[src/rtl/fft_frame_loader.sv]
// fft_frame_loader: upstream stage of the parallel FFT.
//
// Collects a valid/ready stream of real samples into frames of SIZE words.
// A fill buffer gathers the next frame while an output register holds the
// current one, so the stream keeps full rate whenever the consumer is ready.
//
// Optional build macro:
//   FFT_FRAME_LOADER_OVERLAP_EN - 50% overlapping frames. Each unpadded frame
//   carries its upper half into the lower half of the next fill.
//
// Ports:
//   clk          clock, rising edge
//   rst_n        synchronous active-low reset
//   in_data      input sample
//   in_valid     in_data is valid
//   in_ready     loader accepts a sample this cycle
//   flush        zero-pad and close the partial frame
//   frame_out    held frame, index 0 is the oldest sample
//   frame_valid  frame_out holds an untaken frame
//   frame_ready  consumer takes the frame this cycle
//   frame_seq    sequence number of the frame on frame_out
//   frame_padded frame on frame_out was closed by flush
module fft_frame_loader #(
    parameter int unsigned SIZE     = 8,
    parameter int unsigned IN_BITS  = 32,
    parameter int unsigned SEQ_BITS = 16
) (
    input  logic                clk,
    input  logic                rst_n,
    input  logic [IN_BITS-1:0]  in_data,
    input  logic                in_valid,
    output logic                in_ready,
    input  logic                flush,
    output logic [IN_BITS-1:0]  frame_out [SIZE],
    output logic                frame_valid,
    input  logic                frame_ready,
    output logic [SEQ_BITS-1:0] frame_seq,
    output logic                frame_padded
);

    localparam int unsigned CW = $clog2(SIZE);
`ifdef FFT_FRAME_LOADER_OVERLAP_EN
    localparam int unsigned HALF = SIZE / 2;
`endif

    logic [IN_BITS-1:0]  fill_q [SIZE];
    logic [IN_BITS-1:0]  fill_d [SIZE];
    logic [CW-1:0]       count_q, count_d;
    logic                fill_full_q, fill_full_d;
    logic                pad_q, pad_d;
    logic [SEQ_BITS-1:0] seq_q;

    logic                out_free;
    logic                transfer;
    logic                accept;
    logic [CW-1:0]       base;      // fill index written by a sample this cycle
    logic [CW:0]         next_cnt;  // fill level after this cycle's sample

    assign out_free = !frame_valid || frame_ready;
    assign transfer = fill_full_q && out_free;
    assign in_ready = !fill_full_q || out_free;
    assign accept   = in_valid && in_ready;

    always_comb begin
        fill_d      = fill_q;
        count_d     = count_q;
        fill_full_d = fill_full_q;
        pad_d       = pad_q;
        base        = count_q;

        if (transfer) begin
            fill_full_d = 1'b0;
            pad_d       = 1'b0;
`ifdef FFT_FRAME_LOADER_OVERLAP_EN
            for (int i = 0; i < HALF; i++) begin
                fill_d[CW'(i)] = fill_q[CW'(i + HALF)];
            end
            // A padded frame ends the stream segment: no carry-over.
            base = pad_q ? '0 : CW'(HALF);
`else
            base = '0;
`endif
            count_d = base;
        end

        next_cnt = {1'b0, base} + (CW+1)'(accept);

        if (accept) begin
            fill_d[base] = in_data;
        end

        if (next_cnt == (CW+1)'(SIZE)) begin
            // Sample completed the frame; a coincident flush has nothing to pad.
            fill_full_d = 1'b1;
            count_d     = '0;
            pad_d       = 1'b0;
        end else begin
            count_d = next_cnt[CW-1:0];
            if (flush && !fill_full_q && (next_cnt != '0)) begin
                for (int i = 0; i < SIZE; i++) begin
                    if (i >= int'(next_cnt)) begin
                        fill_d[CW'(i)] = '0;
                    end
                end
                fill_full_d = 1'b1;
                pad_d       = 1'b1;
                count_d     = '0;
            end
        end
    end

    always_ff @(posedge clk) begin
        if (!rst_n) begin
            fill_q       <= '{default: '0};
            count_q      <= '0;
            fill_full_q  <= 1'b0;
            pad_q        <= 1'b0;
            seq_q        <= '0;
            frame_out    <= '{default: '0};
            frame_valid  <= 1'b0;
            frame_seq    <= '0;
            frame_padded <= 1'b0;
        end else begin
            fill_q      <= fill_d;
            count_q     <= count_d;
            fill_full_q <= fill_full_d;
            pad_q       <= pad_d;
            if (transfer) begin
                frame_out    <= fill_q;
                frame_valid  <= 1'b1;
                frame_seq    <= seq_q;
                seq_q        <= seq_q + 1'b1;
                frame_padded <= pad_q;
            end else if (frame_ready) begin
                frame_valid <= 1'b0;
            end
        end
    end

endmodule

[config.mk]
export PLATFORM = sky130hd
export DESIGN_NAME = fft_frame_loader
export DESIGN_NICKNAME = d
export VERILOG_FILES = /design/src/rtl/fft_frame_loader.sv
export SDC_FILE = /design/constraint.sdc
export NUM_CORES = 1
export LEC_CHECK = 0
export CORE_MARGIN = 3
export CORE_UTILIZATION = 30
export CTS_BUF_LIST = sky130_fd_sc_hd__clkbuf_8 sky130_fd_sc_hd__clkbuf_16
export DETAILED_ROUTE_END_ITERATION = 10
export PLACE_DENSITY_LB_ADDON = 0.1
export SLEW_MARGIN = 20
export SYNTH_ARGS = -nofsm -noshare
export SYNTH_HDL_FRONTEND = slang
export SYNTH_SLANG_ARGS = --single-unit
[constraint.sdc]
create_clock -name clk -period 3.74 [get_ports clk]
set_clock_uncertainty 0.15 [all_clocks]
set_input_delay 0.374 -clock clk [delete_from_list [all_inputs] [get_ports clk]]
set_output_delay 0.374 -clock clk [all_outputs]
set_load 0.05 [all_outputs]
==> flow_summary_export.csv, run 1 <==
group,metric,value,unit
run_status,status,"completed",
worst_setup_path,cp-end-kind,"register",
worst_setup_path,critical_path.cell_chain,"nor2b_4, a21oi_1, ha_1, ha_1, inv_1, o22ai_1, nor4_4, buf_12, a211oi_1",
synthesis,netlist_instances,2426,
floorplanning,chipHeight,265,um
worst_setup_path,r2r_cells,9,
clocking,cts_sinks,551,
sta,setup_viol,0,
synthesis,synthTopCellsByArea,"sky130_fd_sc_hd__dfxtp_1 (55%), sky130_fd_sc_hd__nand2_1 (16%), sky130_fd_sc_hd__a21oi_1 (12%), sky130_fd_sc_hd__a211oi_2 (3.7%), sky130_fd_sc_hd__clkbuf_1 (3.4%)",
route,first_iter_violations,1232,
min_path,timing.hold.worst_path_depth,3,
route,detail_route.first_pass.iterations,5,
synthesis,yosys_most_used_dff,"sky130_fd_sc_hd__dfxtp_1",
synthesis,postSynthNetCount,2466,
finish,final_layout_size_suffix_gt1_share,8.336,%
global_route,grt_first_pass_wirelength,106400,um
pwr,powerDensity,488.7,nW/um^2
pwr,switching_share,24.57,%
worst_setup_path,crit_required,4.06,ns
clocking,cts_setup_buffers,0,
synthesis,synth_largest_area_cell,"sky130_fd_sc_hd__dfxtp_1",
route,final_routed_drc_violation_total,0,
worst_setup_path,worstReg2RegStart,"frame_valid",
sta,finalMaxSlewViolations,0,
sta,finalHoldViolCount,0,
pwr,internal-power,9.521,mW
clocking,cts_tree,"yes",
clocking,clock_root_buffer_master,"sky130_fd_sc_hd__clkbuf_16",
synthesis,synth-seq-cells,551,
synthesis,cell_with_the_most_instances_after_synthesis,"sky130_fd_sc_hd__nand2_1",
place,buffer_ports.inserted,311,
sta,fin_setup_tns,0,ns
worst_setup_path,worstPathMaxFanout,64,
synthesis,yosys-top-cells-count,"sky130_fd_sc_hd__nand2_1 (883), sky130_fd_sc_hd__dfxtp_1 (551), sky130_fd_sc_hd__a21oi_1 (474)",
worst_setup_path,critical_path_buf_inv_count,2,
min_path,hold_path_startpoint,"in_data[10]",
worst_setup_path,cp_common_cell,"sky130_fd_sc_hd__ha_1",
route,drt.antenna.violating_nets,0,
global_route,grt_start_max_net_pins,207,
run,maxCapViolations,0,
pwr,vdd_drop_max,0.3902,mV
route,num_vias,17080,
min_path,timing.hold.worst.class,"in2reg",
clocking,cts_inserted_buffers,60,
clocking,cts-htree-levels,2,
clocking,cts_stage_hold_buffer_count,0,
floorplanning,core_area,66100,um^2
finish,area.growth.synth_to_final,28.34,%
sta,period_share,75.57,%
clocking,clk_transition_reported_paths,0.06,ns
route,route.final.wire_length,72560,um
worst_setup_path,r2r_slack,0.91,ns
sta,fmax,353.8,MHz
pwr,net_switching,3.101,mW
place,place_inst,3415,
finish,combined_flip_flop_and_latch_cell_area,11030,um^2
finish,antenna-diode-count,0,
place,gpl.final_weighted_congestion,0.7500,
global_route,gr-total-overflow,0,
finish,multi_input_comb_area,8173,um^2
sta,max_slew.worst_pin.slew,1.148,ns
pwr,power.share.clock,46.5,%
finish,finalNonFillerCells,3527,
clocking,worst_skew_pair_later_pin_latency,0.61,ns
global_route,antenna_found_initial,2,
worst_setup_path,timing.critical_path.from_type,"register",
route,routedWlPerCell,20.57,um
worst_setup_path,timing.rr.end,"fill_q[128]",
floorplanning,std_cell_rows,94,
clocking,cts_resized,0,
worst_setup_path,cp.arrival,3.15,ns
pwr,p_leak,8.107,nW
global_route,globalRouteTotalUtil,19.98,%
sta,rsz0062_at_grt,"no",
sta,finalCriticalPeriod,2.826,ns
synthesis,proportion_of_register_bits_with_asynchronous_set_or_reset_after_synthesis,0,%
sta,timing.max_slew.rel_slack,23.46,%
global_route,via_count_of_the_first_global_routing_pass,16070,
synthesis,synth_seq_area_share,54.81,%
worst_setup_path,timing.setup.critical_path_class,"reg2reg",
clocking,buffer_levels_on_the_longest_clock_path,3,
synthesis,synth.yosys.warnings,0,
synthesis,syn_avg_cell_area,8.295,um^2
worst_setup_path,slowest_delay,0.41,ns
finish,filler_cell_count,6729,
floorplanning,die_area,70230,um^2
floorplanning,io-pin-count,312,
synthesis,synthDominantCellAreaShare,54.81,%
floorplanning,start_util,30.45,%
pwr,seq_power_share,47.1,%
route,route.detailed.vias_per_inst,4.843,
place,dp_hpwl,43800,um
synthesis,edff_count_synth,0,
pwr,power.combinational.fraction,6.3,%
synthesis,synth_cell_types,42,
finish,nets,2653,
worst_setup_path,critPathTopFamily,"simple AND/OR/NAND/NOR gates",
worst_setup_path,critical_path.slowest_cell,"sky130_fd_sc_hd__buf_12",
floorplanning,die_width,265,um
synthesis,synth_cell_area,20120,um^2
## through the flow
stage	utilization [%]	hold WS, ns	cell area [um^2]	worst slack (ns)	total power, mW
finish	39.07	0.1641	25830	0.9138	12.62
detailed placement	36.07	0.2919	23840	0.4062	6.888
global route	39.07	0.1451	25830	0.7284	13.07
floorplan	-	0.2784	20120	0.3640	6.541
CTS	39.07	0.1286	25830	0.8966	12.81
global placement	36.09	0.2860	23850	0.4126	6.882
## metal layers
layer,up-vias,GRT usage (%),share of wire (%)
met1,8216,26.02,44
met3,76,3.508,5.3
met2,428,34.60,49
met5,-,0,0
li1,8361,-,-
met4,0,4.530,1.9
## layout by cell type (no fill, tap or decap), types with 11 or more instances in the layout
| cell | synthesis | layout |
|---|---|---|
| sky130_fd_sc_hd__a211oi_2 | 60 | 60 |
| sky130_fd_sc_hd__o21ai_0 | 30 | 30 |
| sky130_fd_sc_hd__nand3_1 | 39 | 39 |
| sky130_fd_sc_hd__clkbuf_16 | 0 | 61 |
| sky130_fd_sc_hd__clkdlybuf4s50_1 | 0 | 308 |
| sky130_fd_sc_hd__clkbuf_8 | 0 | 18 |
| sky130_fd_sc_hd__mux2i_1 | 67 | 67 |
| sky130_fd_sc_hd__dfxtp_1 | 551 | 551 |
| sky130_fd_sc_hd__nand2_1 | 883 | 882 |
| sky130_fd_sc_hd__a21oi_1 | 474 | 474 |
| sky130_fd_sc_hd__clkinv_2 | 0 | 17 |
| sky130_fd_sc_hd__buf_12 | 0 | 11 |
| sky130_fd_sc_hd__buf_4 | 4 | 28 |
| sky130_fd_sc_hd__inv_1 | 4 | 15 |
## worst register-to-register path, delay by kind of cell (launching register included)
family | cells | cell delay (ns)
compound gates | 3 | 0.52
fa+ha+maj | 2 | 0.45
buf+inv | 2 | 0.53
flops | 1 | 0.35
simple gates | 2 | 0.68
## power groups by stage
stage	Combinational, mW	Clock [mW]	Sequential [mW]
final	0.797	5.87	5.95
after global routing	0.845	6.27	5.95
after CTS	0.808	6.05	5.95
after detailed placement	0.808	0	6.08
after global placement	0.803	0	6.08
after floorplan	0.442	0	6.10
## layout make-up
cell class	instances	share of cell area (%)
repair buffers	350	13.66
clock buffers	79	6.869
flip-flops and latches	551	42.71
multi-input cells	1644	31.64
well taps	864	4.186
clock inverters	33	0.8139
inverters	6	0.1163
## cell families (layout without fill, tap and decap cells)
family                     after synthesis  count (layout)  synth area share [%]
AOI/OAI and AO/OA                      583             583                 16.95
xor gates and xnor gates                 8               8                0.3482
adders and majority gates                3               3                0.1865
buffers and inverters                  231             468                 4.912
DFF                                    551             551                 54.81
muxes                                   67              67                 3.332
and+or+nand+nor                        983             983                 19.46
## how the worst max path moves through the flow
| stage | depth (start not counted) | endpoint | start | slack (ns) |
|---|---|---|---|---|
| after global routing | 9 | fill_q[128] | frame_valid | 0.73 |
| after CTS | 9 | fill_q[128] | frame_valid | 0.90 |
| after detailed placement | 11 | fill_q[128] | frame_ready | 0.41 |
| after global placement | 11 | fill_q[128] | frame_ready | 0.41 |
| final | 9 | fill_q[128] | frame_valid | 0.91 |
| after floorplan | 13 | fill_q[138] | frame_valid | 0.36 |
No activity file was read; power rests on OpenSTA's default activity.
==> run 2: changes to the inputs <==
==> constraint.sdc (replaced) <==
create_clock -name clk -period 2.7 [get_ports clk]
set_clock_uncertainty 0.15 [all_clocks]
set_input_delay 0.27 -clock clk [delete_from_list [all_inputs] [get_ports clk]]
set_output_delay 0.27 -clock clk [all_outputs]
set_load 0.05 [all_outputs]
==> flow_summary_export.csv, run 2 (synthesized netlist as in run 1, its figures left out) <==
group,metric,value,unit
global_route,grt_first_pass_wirelength,107300,um
clocking,cts_tree,"yes",
clocking,clk_transition_reported_paths,0.07,ns
run_status,status,"completed",
pwr,p_leak,8.492,nW
floorplanning,die_width,265,um
pwr,net_switching,4.387,mW
clocking,worst_skew_pair_later_pin_latency,0.61,ns
pwr,seq_power_share,45.8,%
global_route,antenna_found_initial,4,
floorplanning,core_area,66100,um^2
worst_setup_path,timing.setup.critical_path_class,"reg2reg",
sta,max_slew.worst_pin.slew,1.039,ns
finish,antenna-diode-count,0,
global_route,gr-total-overflow,0,
min_path,timing.hold.worst_path_depth,4,
sta,timing.max_slew.rel_slack,30.76,%
sta,finalMaxSlewViolations,0,
route,num_vias,17220,
floorplanning,io-pin-count,312,
route,route.detailed.vias_per_inst,4.800,
pwr,vdd_drop_max,0.4534,mV
worst_setup_path,timing.critical_path.from_type,"register",
sta,fmax,421.8,MHz
clocking,clock_root_buffer_master,"sky130_fd_sc_hd__clkbuf_16",
route,first_iter_violations,1421,
sta,finalHoldViolCount,0,
worst_setup_path,worstPathMaxFanout,19,
place,dp_hpwl,46550,um
global_route,grt_start_max_net_pins,87,
route,route.final.wire_length,72740,um
pwr,powerDensity,675.5,nW/um^2
floorplanning,start_util,30.45,%
route,detail_route.first_pass.iterations,5,
worst_setup_path,crit_path_start,"fill_full_q",
floorplanning,die_area,70230,um^2
clocking,cts_stage_hold_buffer_count,0,
place,buffer_ports.inserted,311,
sta,period_share,87.81,%
global_route,via_count_of_the_first_global_routing_pass,16620,
route,drt.antenna.violating_nets,0,
finish,layout_commonest_cell,"sky130_fd_sc_hd__nand2_1",
pwr,power.share.clock,47.4,%
run,maxCapViolations,0,
worst_setup_path,r2r_cells,10,
finish,area.growth.synth_to_final,32.35,%
worst_setup_path,worstReg2RegStart,"fill_full_q",
clocking,cts_inserted_buffers,60,
route,final_routed_drc_violation_total,0,
clocking,buffer_levels_on_the_longest_clock_path,3,
min_path,timing.hold.worst.class,"in2reg",
worst_setup_path,crit_required,3.02,ns
clocking,cts_sinks,551,
finish,final_layout_size_suffix_gt1_share,10.65,%
place,place_inst,3477,
clocking,cts_resized,0,
worst_setup_path,cp.arrival,2.69,ns
pwr,power.combinational.fraction,6.8,%
clocking,cts-htree-levels,2,
pwr,switching_share,24.39,%
finish,nets,2715,
finish,finalNonFillerCells,3588,
sta,rsz0062_at_grt,"no",
min_path,hold_path_startpoint,"in_valid",
clocking,cts_setup_buffers,0,
sta,setup_viol,0,
finish,utilization,40.29,%
pwr,post-layout-total-power,17.99,mW
route,routedWlPerCell,20.27,um
finish,most-common-layout-cells,"sky130_fd_sc_hd__nand2_1 (881), sky130_fd_sc_hd__dfxtp_1 (550), sky130_fd_sc_hd__a21oi_1 (474), sky130_fd_sc_hd__clkdlybuf4s50_1 (309), sky130_fd_sc_hd__buf_4 (77)",
sta,finalHoldWorstSlack,0.07825,ns
floorplanning,std_cell_rows,94,
place,gpl.final_weighted_congestion,0.7697,
floorplanning,chipHeight,265,um
sta,finalCriticalPeriod,2.371,ns
global_route,globalRouteTotalUtil,20.11,%
pwr,internal-power,13.60,mW
worst_setup_path,cp-end-kind,"register",
-- run 2: area by class of cell --
class | count | area [um^2]
inverter | 6 | 32.53
clock inverter | 35 | 329.1
multi-input combinational | 1644 | 8248
fill | 6679 | 39460
tap | 864 | 1081
clock buffer | 76 | 1733
timing repair buffer | 412 | 4177
sequential | 551 | 11030
-- run 2: worst paths after layout --
check                       end  slack (ns)
setup / recovery    fill_q[150]        0.33
hold reg to reg   frame_out[73]        0.30
setup reg to reg    fill_q[150]        0.33
hold / removal      fill_q[254]        0.08
-- run 2: worst max-delay path, stage by stage (launching register included) --
cell                       delay [ns]
sky130_fd_sc_hd__dfxtp_1         0.55
sky130_fd_sc_hd__nand2_8         0.07
sky130_fd_sc_hd__and2_4          0.17
sky130_fd_sc_hd__ha_4            0.16
sky130_fd_sc_hd__ha_4            0.17
sky130_fd_sc_hd__nand2_2         0.07
sky130_fd_sc_hd__o22ai_4         0.09
sky130_fd_sc_hd__nor4_4          0.35
sky130_fd_sc_hd__buf_12          0.18
sky130_fd_sc_hd__buf_12          0.18
sky130_fd_sc_hd__a211oi_2        0.08
-- run 2: layer usage --
| metal | vias to the layer above | wire length [um] | global-route usage [%] |
|---|---|---|---|
| met2 | 428 | 34820 | 33.76 |
| met5 | - | 0 | 0 |
| met4 | 0 | 2112 | 5.886 |
| li1 | 8482 | - | - |
| met3 | 106 | 3852 | 3.713 |
| met1 | 8208 | 31950 | 26.44 |
-- run 2: through the flow --
step	area [um^2]	TNS, ns	setup slack [ns]
2_1_floorplan	20220	-2.451	-0.04450
3_3_place_gp	24570	-17.47	-0.1592
3_5_place_dp	24570	-19.59	-0.1853
4_1_cts	26630	0	0.2846
5_1_grt	26630	0	0.1351
6_report	26630	0	0.3292
-- run 2: power groups by stage --
stage / sequential [mW] / combinational [mW] / clock, mW
finish: 8.24 / 1.23 / 8.52
global route: 8.24 / 1.31 / 9.07
CTS: 8.24 / 1.25 / 8.75
detailed placement: 8.42 / 1.24 / 0
global placement: 8.42 / 1.23 / 0
floorplan: 8.45 / 0.627 / 0
